[src/rtl/fp_accumulator_if.sv]
// fp_accumulator_if: operand handshake bundle between the multiplier and the accumulator
// Signals: in_valid/in_data driven by the producer, in_ready returned by the accumulator
interface fp_accumulator_if #(
  parameter int XLEN = 32
);
  logic            in_valid;
  logic            in_ready;
  logic [XLEN-1:0] in_data;
  modport master (output in_valid, output in_data, input in_ready);
  modport slave (input in_valid, input in_data, output in_ready);
endinterface

[src/rtl/fp_accumulator.sv]
// fp_accumulator: sequential FP32 accumulator, align/add/normalise FSM with truncation rounding
// Ports: clk, rst (async active-low), clear (sync clear/abort), in_if (operand handshake),
//        acc_out (running sum), out_valid (one-cycle update pulse), busy (FSM not idle),
//        count (terms accumulated, saturating)
module fp_accumulator #(
  parameter int XLEN  = 32,
  parameter int CNT_W = 16
) (
  input  logic             clk,
  input  logic             rst,
  input  logic             clear,
  fp_accumulator_if.slave  in_if,
  output logic [XLEN-1:0]  acc_out,
  output logic             out_valid,
  output logic             busy,
  output logic [CNT_W-1:0] count
);
  typedef enum logic [2:0] {IDLE, ALIGN, ADD, NORM, DONE} state_t;
  state_t state, state_n;
  logic [XLEN-1:0] opnd, opnd_n, acc_n;
  logic [CNT_W-1:0] count_n;
  logic [24:0] mant, mant_n, mb, mb_n;
  logic [7:0] exp_r, exp_n;
  logic sign, sign_n, sb, sb_n, nan, nan_n, ov_n;
  logic [7:0] ea, eb, d;
  logic [23:0] ua, ub, ua_s, ub_s;
  logic a_ge, a_inf, b_inf, same, a_gt, rsign;
  logic [24:0] sum;
  assign ea    = acc_out[30:23];
  assign eb    = opnd[30:23];
  assign a_inf = ea == 8'hFF;
  assign b_inf = eb == 8'hFF;
  assign ua    = ea == 8'd0 ? 24'd0 : {1'b1, acc_out[22:0]};
  assign ub    = eb == 8'd0 ? 24'd0 : {1'b1, opnd[22:0]};
  assign a_ge  = ea >= eb;
  assign d     = a_ge ? ea - eb : eb - ea;
  // the smaller-exponent mantissa is truncated; a distance of 24+ leaves nothing
  assign ua_s  = a_ge ? ua : (d > 8'd23 ? 24'd0 : ua >> d);
  assign ub_s  = a_ge ? (d > 8'd23 ? 24'd0 : ub >> d) : ub;
  assign same  = sign == sb;
  assign a_gt  = mant > mb;
  assign sum   = same ? mant + mb : (a_gt ? mant - mb : mb - mant);
  assign rsign = (same || a_gt) ? sign : sb;
  assign in_if.in_ready = state == IDLE && !clear;
  assign busy = state != IDLE;
  always_comb begin
    state_n = state;
    opnd_n  = opnd;
    acc_n   = acc_out;
    count_n = count;
    mant_n  = mant;
    mb_n    = mb;
    exp_n   = exp_r;
    sign_n  = sign;
    sb_n    = sb;
    nan_n   = nan;
    ov_n    = 1'b0;
    if (clear) begin
      state_n = IDLE;
      acc_n   = '0;
      count_n = '0;
      nan_n   = 1'b0;
    end else begin
      case (state)
        IDLE: if (in_if.in_valid) begin
          opnd_n  = in_if.in_data;
          state_n = ALIGN;
        end
        ALIGN: begin
          state_n = DONE;
          if (nan)
            {sign_n, exp_n, mant_n} = {1'b0, 8'hFF, 25'h0400000};
          else if (a_inf && b_inf && acc_out[31] != opnd[31]) begin
            {sign_n, exp_n, mant_n} = {1'b0, 8'hFF, 25'h0400000};
            nan_n = 1'b1;
          end else if (b_inf)
            {sign_n, exp_n, mant_n} = {opnd[31], 8'hFF, 25'h0};
          else if (a_inf)
            {sign_n, exp_n, mant_n} = {acc_out[31], ea, 2'b0, acc_out[22:0]};
          else begin
            state_n = ADD;
            sign_n  = acc_out[31];
            sb_n    = opnd[31];
            exp_n   = a_ge ? ea : eb;
            mant_n  = {1'b0, ua_s};
            mb_n    = {1'b0, ub_s};
          end
        end
        ADD: begin
          sign_n = rsign;
          state_n = DONE;
          if (sum == 25'd0)
            {sign_n, exp_n, mant_n} = '0;
          else if (sum[24]) begin
            mant_n = sum >> 1;
            exp_n  = exp_r + 8'd1;
            if (exp_r == 8'hFE) mant_n = '0;
          end else begin
            mant_n  = sum;
            state_n = sum[23] ? DONE : NORM;
          end
        end
        NORM: begin
          // leaving exp at 0 would be a denormal, which flushes to +0
          if (exp_r == 8'd1) begin
            {sign_n, exp_n, mant_n} = '0;
            state_n = DONE;
          end else begin
            mant_n  = mant << 1;
            exp_n   = exp_r - 8'd1;
            state_n = mant[22] ? DONE : NORM;
          end
        end
        DONE: begin
          acc_n   = {sign, exp_r, mant[22:0]};
          count_n = &count ? count : count + 1'b1;
          ov_n    = 1'b1;
          state_n = IDLE;
        end
        default: state_n = IDLE;
      endcase
    end
  end
  always_ff @(posedge clk or negedge rst)
    if (!rst) begin
      state     <= IDLE;
      opnd      <= '0;
      acc_out   <= '0;
      count     <= '0;
      out_valid <= 1'b0;
      mant      <= '0;
      mb        <= '0;
      exp_r     <= '0;
      sign      <= 1'b0;
      sb        <= 1'b0;
      nan       <= 1'b0;
    end else begin
      state     <= state_n;
      opnd      <= opnd_n;
      acc_out   <= acc_n;
      count     <= count_n;
      out_valid <= ov_n;
      mant      <= mant_n;
      mb        <= mb_n;
      exp_r     <= exp_n;
      sign      <= sign_n;
      sb        <= sb_n;
      nan       <= nan_n;
    end
endmodule

[src/flat_wrapper.sv]
// flat-port wrapper written by rule: the top's interface ports become plain ports
module fp_accumulator_flat 
#(
  parameter int XLEN  = 32,
  parameter int CNT_W = 16
)
  (clk, rst, clear, acc_out, out_valid, busy, count, in_if_in_valid, in_if_in_data, in_if_in_ready);
  fp_accumulator_if #(.XLEN(XLEN)) in_if_i ();
  input  logic clk;
  input  logic rst;
  input  logic clear;
  output logic [XLEN-1:0] acc_out;
  output logic out_valid;
  output logic busy;
  output logic [CNT_W-1:0] count;
  input wire logic [$bits(in_if_i.in_valid)-1:0] in_if_in_valid;
  input wire logic [$bits(in_if_i.in_data)-1:0] in_if_in_data;
  output wire logic [$bits(in_if_i.in_ready)-1:0] in_if_in_ready;
  assign in_if_i.in_valid = in_if_in_valid;
  assign in_if_i.in_data = in_if_in_data;
  assign in_if_in_ready = in_if_i.in_ready;
  fp_accumulator #(.XLEN(XLEN), .CNT_W(CNT_W)) u_core (.clk(clk), .rst(rst), .clear(clear), .in_if(in_if_i), .acc_out(acc_out), .out_valid(out_valid), .busy(busy), .count(count));
endmodule
[config.mk]
export PLATFORM = sky130hd
export DESIGN_NAME = fp_accumulator_flat
export DESIGN_NICKNAME = d
export VERILOG_FILES = /design/src/rtl/fp_accumulator_if.sv /design/src/rtl/fp_accumulator.sv /design/src/flat_wrapper.sv
export SDC_FILE = /design/constraint.sdc
export NUM_CORES = 1
export LEC_CHECK = 0
export BUFFER_PORTS_ARGS = -buffer_cell sky130_fd_sc_hd__buf_2
export CAP_MARGIN = 25
export CORE_ASPECT_RATIO = 1.25
export CORE_UTILIZATION = 53
export CTS_CLUSTER_DIAMETER = 30
export DETAILED_ROUTE_END_ITERATION = 12
export PLACE_DENSITY = 0.8
export SETUP_SLACK_MARGIN = 0.15
export SYNTH_ARGS = -nofsm -noshare
export SYNTH_HDL_FRONTEND = slang
export SYNTH_SLANG_ARGS = --single-unit
export TNS_END_PERCENT = 5
[constraint.sdc]
create_clock -name clk -period 6.15 [get_ports clk]
set_input_delay 0.9225 -clock clk [delete_from_list [all_inputs] [get_ports clk]]
set_output_delay 0.9225 -clock clk [all_outputs]
set_load 0.005 [all_outputs]
==> run metrics <==
result of the run=finished, violations left; violations in the final reports=design-rule violations; final antenna-violating net count=0; synth-to-layout area growth=9.67%; NumNets Final=2,027; area of the core region=0.0276 sq mm; layout cells sized above 1=14.5%; via count of the first global-routing pass=14,700; fraction of the cycle the final worst path needs=90.9%; vertical die dimension=189 um; cell depth of the worst flop-to-flop path=17; TritonCTS clock tree=built; register-to-register path setup slack=0.56 ns; CTS sink cnt=144; post-cts repair resize count=0; Worst Path Max Fanout=19; Critical Setup Path Class=register to register; total global-route track usage=37.5%; clock buffer count from CTS=17; Max H-tree Level=4; total placed instance area=0.0156 sq mm; path category of the worst min-delay check=register to register; max-cap viol count=0; clock input transition at the sequential cells of the worst setup and hold paths=0.06 ns; die outline width=151 um; count of final hold-check violations=0; leading cell type in the layout, fill and taps excluded=sky130_fd_sc_hd__nand2_1; # setup viols final=0; clock latency on the worst-skew pair=0.44 ns; crit path max-delay cell type=sky130_fd_sc_hd__a2111oi_0; initial standard-cell utilization of the core=53.7%; slew at the pin closest to its max-slew limit=1.05 ns; gp weighted congestion=1.01; fin. max-slew vios=0; minimum clock period=5.59 ns; Max transition margin=29.8%; sum of negative setup slack=0 ns; most frequent CP cell=sky130_fd_sc_hd__inv_1; mean instance size in the synthesized netlist=7.92 sq um; Row Count=68; sequential fraction of the synthesis area=24.4%; Max stage delay on crit path=0.79 ns; end-of-flow core utilization=58.9%; number of library cell types mapped by synthesis=88; maximum operating frequency=179 MHz; arrival time worst endpoint=5.95 ns; aggregate global routing overflow=0; DRC violation count after routing=2; number of antenna violations at the first check in global routing=3; most used flip-flop cell after synthesis=sky130_fd_sc_hd__dfrtp_1; Syn Std Cell Area=0.0148 sq mm; type of destination of the critical path=register; wire length of the first global-routing pass=82,700 um; first-pass iteration count of the detailed router=11; buffer levels on the longest clock path=2; total wire length=52,400 um; unrepaired setup endpoints after global routing=no; Warnings, synthesis=0; # Post-CTS Setup Buffers=0; worst setup skew after layout=0.0121 ns; cell depth of the worst hold path=1; final design area excluding fillers=0.0162 sq mm; #FFs+latches synth=144; area of the die=0.0286 sq mm; Crit Reg-Reg Startpoint=u_core.acc_out[23]; vias=15,600; cell chain of the critical path=inv_1 -> ha_2 -> inv_1 -> fa_1 -> a21o_1 -> a2111oi_0 -> o31a_1 -> buf_4 -> mux2i_1 -> xor2_1 -> nand3_1 -> or2_2 -> a311o_1 -> o21ai_0 -> mux2_2 -> a221oi_1 -> a21oi_1; detailed-route wire length per cell=23.2 um; synthesized net count=2,004; startpoint of the lowest-slack hold path=u_core.count[0]; number of I/O port buffers=86; data required time of the critical path=6.51 ns; Post-synth EDFFs=0; cell at the root of the clock tree=sky130_fd_sc_hd__clkbuf_16; Worst Hold End=u_core.count[0]; reg-to-reg endpoint=u_core.mb[8]; fraction of synthesis flops using an asynchronous set or reset pin=100%; I/O pins=87; HPWL after detailed placement=39,800 um; CTS Hold Bufs=0; routed via count divided by cell count=6.90; CP startpoint kind=register; pin count of the biggest net entering global routing=92; post-synthesis instance total=1,869; number of violations reported at the end of detailed-routing iteration 0=1,778; top library cells by usage in the layout, fill and taps aside=sky130_fd_sc_hd__nand2_1, sky130_fd_sc_hd__nor2_1, sky130_fd_sc_hd__a21oi_1
==> routing by layer <==
layer	global-route usage, %	vias to the layer above	wire length, um
li1	-	6998	-
met1	48.0	7388	20200
met2	58.9	981	24300
met3	7.38	197	4970
met4	20.6	2	3020
met5	0	-	18
==> cell usage after synthesis (9+ instances only) <==
| cell type | n | area, sq um |
|---|---|---|
| sky130_fd_sc_hd__a21o_1 | 22 | 165 |
| sky130_fd_sc_hd__ha_1 | 94 | 1180 |
| sky130_fd_sc_hd__nand3_1 | 58 | 290 |
| sky130_fd_sc_hd__buf_2 | 17 | 85.1 |
| sky130_fd_sc_hd__nor2_1 | 148 | 556 |
| sky130_fd_sc_hd__a32oi_1 | 10 | 87.6 |
| sky130_fd_sc_hd__a22o_1 | 36 | 315 |
| sky130_fd_sc_hd__nand2b_1 | 18 | 113 |
| sky130_fd_sc_hd__mux4_2 | 17 | 383 |
| sky130_fd_sc_hd__nor2b_1 | 27 | 169 |
| sky130_fd_sc_hd__mux2i_1 | 60 | 601 |
| sky130_fd_sc_hd__xor2_1 | 19 | 166 |
| sky130_fd_sc_hd__or3_1 | 19 | 119 |
| sky130_fd_sc_hd__inv_1 | 100 | 375 |
| sky130_fd_sc_hd__o211ai_1 | 19 | 143 |
| sky130_fd_sc_hd__and3_1 | 22 | 138 |
| sky130_fd_sc_hd__o21a_1 | 12 | 90.1 |
| sky130_fd_sc_hd__nor4_1 | 16 | 100 |
| sky130_fd_sc_hd__o22ai_1 | 9 | 56.3 |
| sky130_fd_sc_hd__a21oi_1 | 147 | 736 |
| sky130_fd_sc_hd__mux2_2 | 52 | 586 |
| sky130_fd_sc_hd__a211oi_1 | 25 | 188 |
| sky130_fd_sc_hd__dfrtp_1 | 144 | 3600 |
| sky130_fd_sc_hd__a221oi_1 | 41 | 359 |
| sky130_fd_sc_hd__a31oi_1 | 30 | 188 |
| sky130_fd_sc_hd__nor3_1 | 42 | 210 |
| sky130_fd_sc_hd__xnor2_1 | 18 | 158 |
| sky130_fd_sc_hd__nand3b_1 | 9 | 67.6 |
| sky130_fd_sc_hd__buf_1 | 12 | 45.0 |
| sky130_fd_sc_hd__nand4_1 | 31 | 194 |
| sky130_fd_sc_hd__o21ai_0 | 127 | 636 |
| sky130_fd_sc_hd__a22oi_1 | 17 | 128 |
| sky130_fd_sc_hd__nand2_1 | 192 | 721 |
| sky130_fd_sc_hd__clkbuf_1 | 94 | 353 |
| sky130_fd_sc_hd__and2_1 | 9 | 56.3 |
| sky130_fd_sc_hd__o31ai_1 | 16 | 120 |
==> per-stage QoR <==
| step | worst slack (ns) | hold WS (ns) | cells |
|---|---|---|---|
| 6_report | 0.559 | 0.532 | 2256 |
| 5_1_grt | 0.230 | 0.556 | 2256 |
| 4_1_cts | 0.666 | 0.531 | 2255 |
| 3_5_place_dp | 0.670 | 0.524 | 2223 |
| 3_3_place_gp | 0.795 | 0.517 | 2223 |
| 2_1_floorplan | 1.47 | 0.489 | 1869 |
==> worst max-delay path by stage <==
| stage | startpoint | end | slack, ns | depth (start not counted) |
|---|---|---|---|---|
| finish | u_core.acc_out[23] | u_core.mb[8] | 0.56 | 17 |
| detailed placement | u_core.acc_out[23] | u_core.mb[8] | 0.67 | 17 |
| floorplan | u_core.acc_out[23] | u_core.mant[3] | 1.47 | 18 |
| global placement | u_core.acc_out[23] | u_core.mb[8] | 0.79 | 17 |
| global route | u_core.acc_out[23] | u_core.mb[8] | 0.23 | 17 |
| CTS | u_core.acc_out[23] | u_core.mb[8] | 0.67 | 17 |
==> registers in the layout (all words and copies together), names as in the netlist, 3 cells and up <==
signal and flops:
u_core.acc_out 32, u_core.count 16, u_core.exp_r 8, u_core.mant 25, u_core.mb 24, u_core.opnd 32, u_core.state 3
==> cell families (layout without fill, tap and decap cells) <==
logic type,after synthesis,in the layout,synth area share [%]
flip-flops,144,144,24.4
AND/OR/NAND/NOR,627,627,20.5
adder cells (fa/ha/maj),99,99,8.63
multiplexers,129,129,10.6
XOR/XNOR,37,37,2.19
AO/OA/AOI/OAI,603,603,27.5
other,0,1,0
buffers and inverters,230,266,6.21
==> cell type report <==
class,instances,area [sq um]
Fill cell,2539,11300
Sequential cell,144,3600
Tap cell,350,438
Antenna cell,1,2.50
Timing Repair Buffer,133,802
Multi-Input combinational cell,1495,10400
Clock inverter,9,104
Clock buffer,23,508
Inverter,101,379
==> worst max-delay path, delay by kind of cell (launching register included) <==
kind            cells  cell delay [ns]
compound gates      7             2.41
simple gates        2             0.98
fa+ha+maj           2             0.59
mux                 2             0.45
flops               1             0.43
buf+inv             3             0.42
xor+xnor            1             0.20
Power is not shown: default switching activity piles up to over one toggle a cycle in this logic, so the estimate is an artifact.
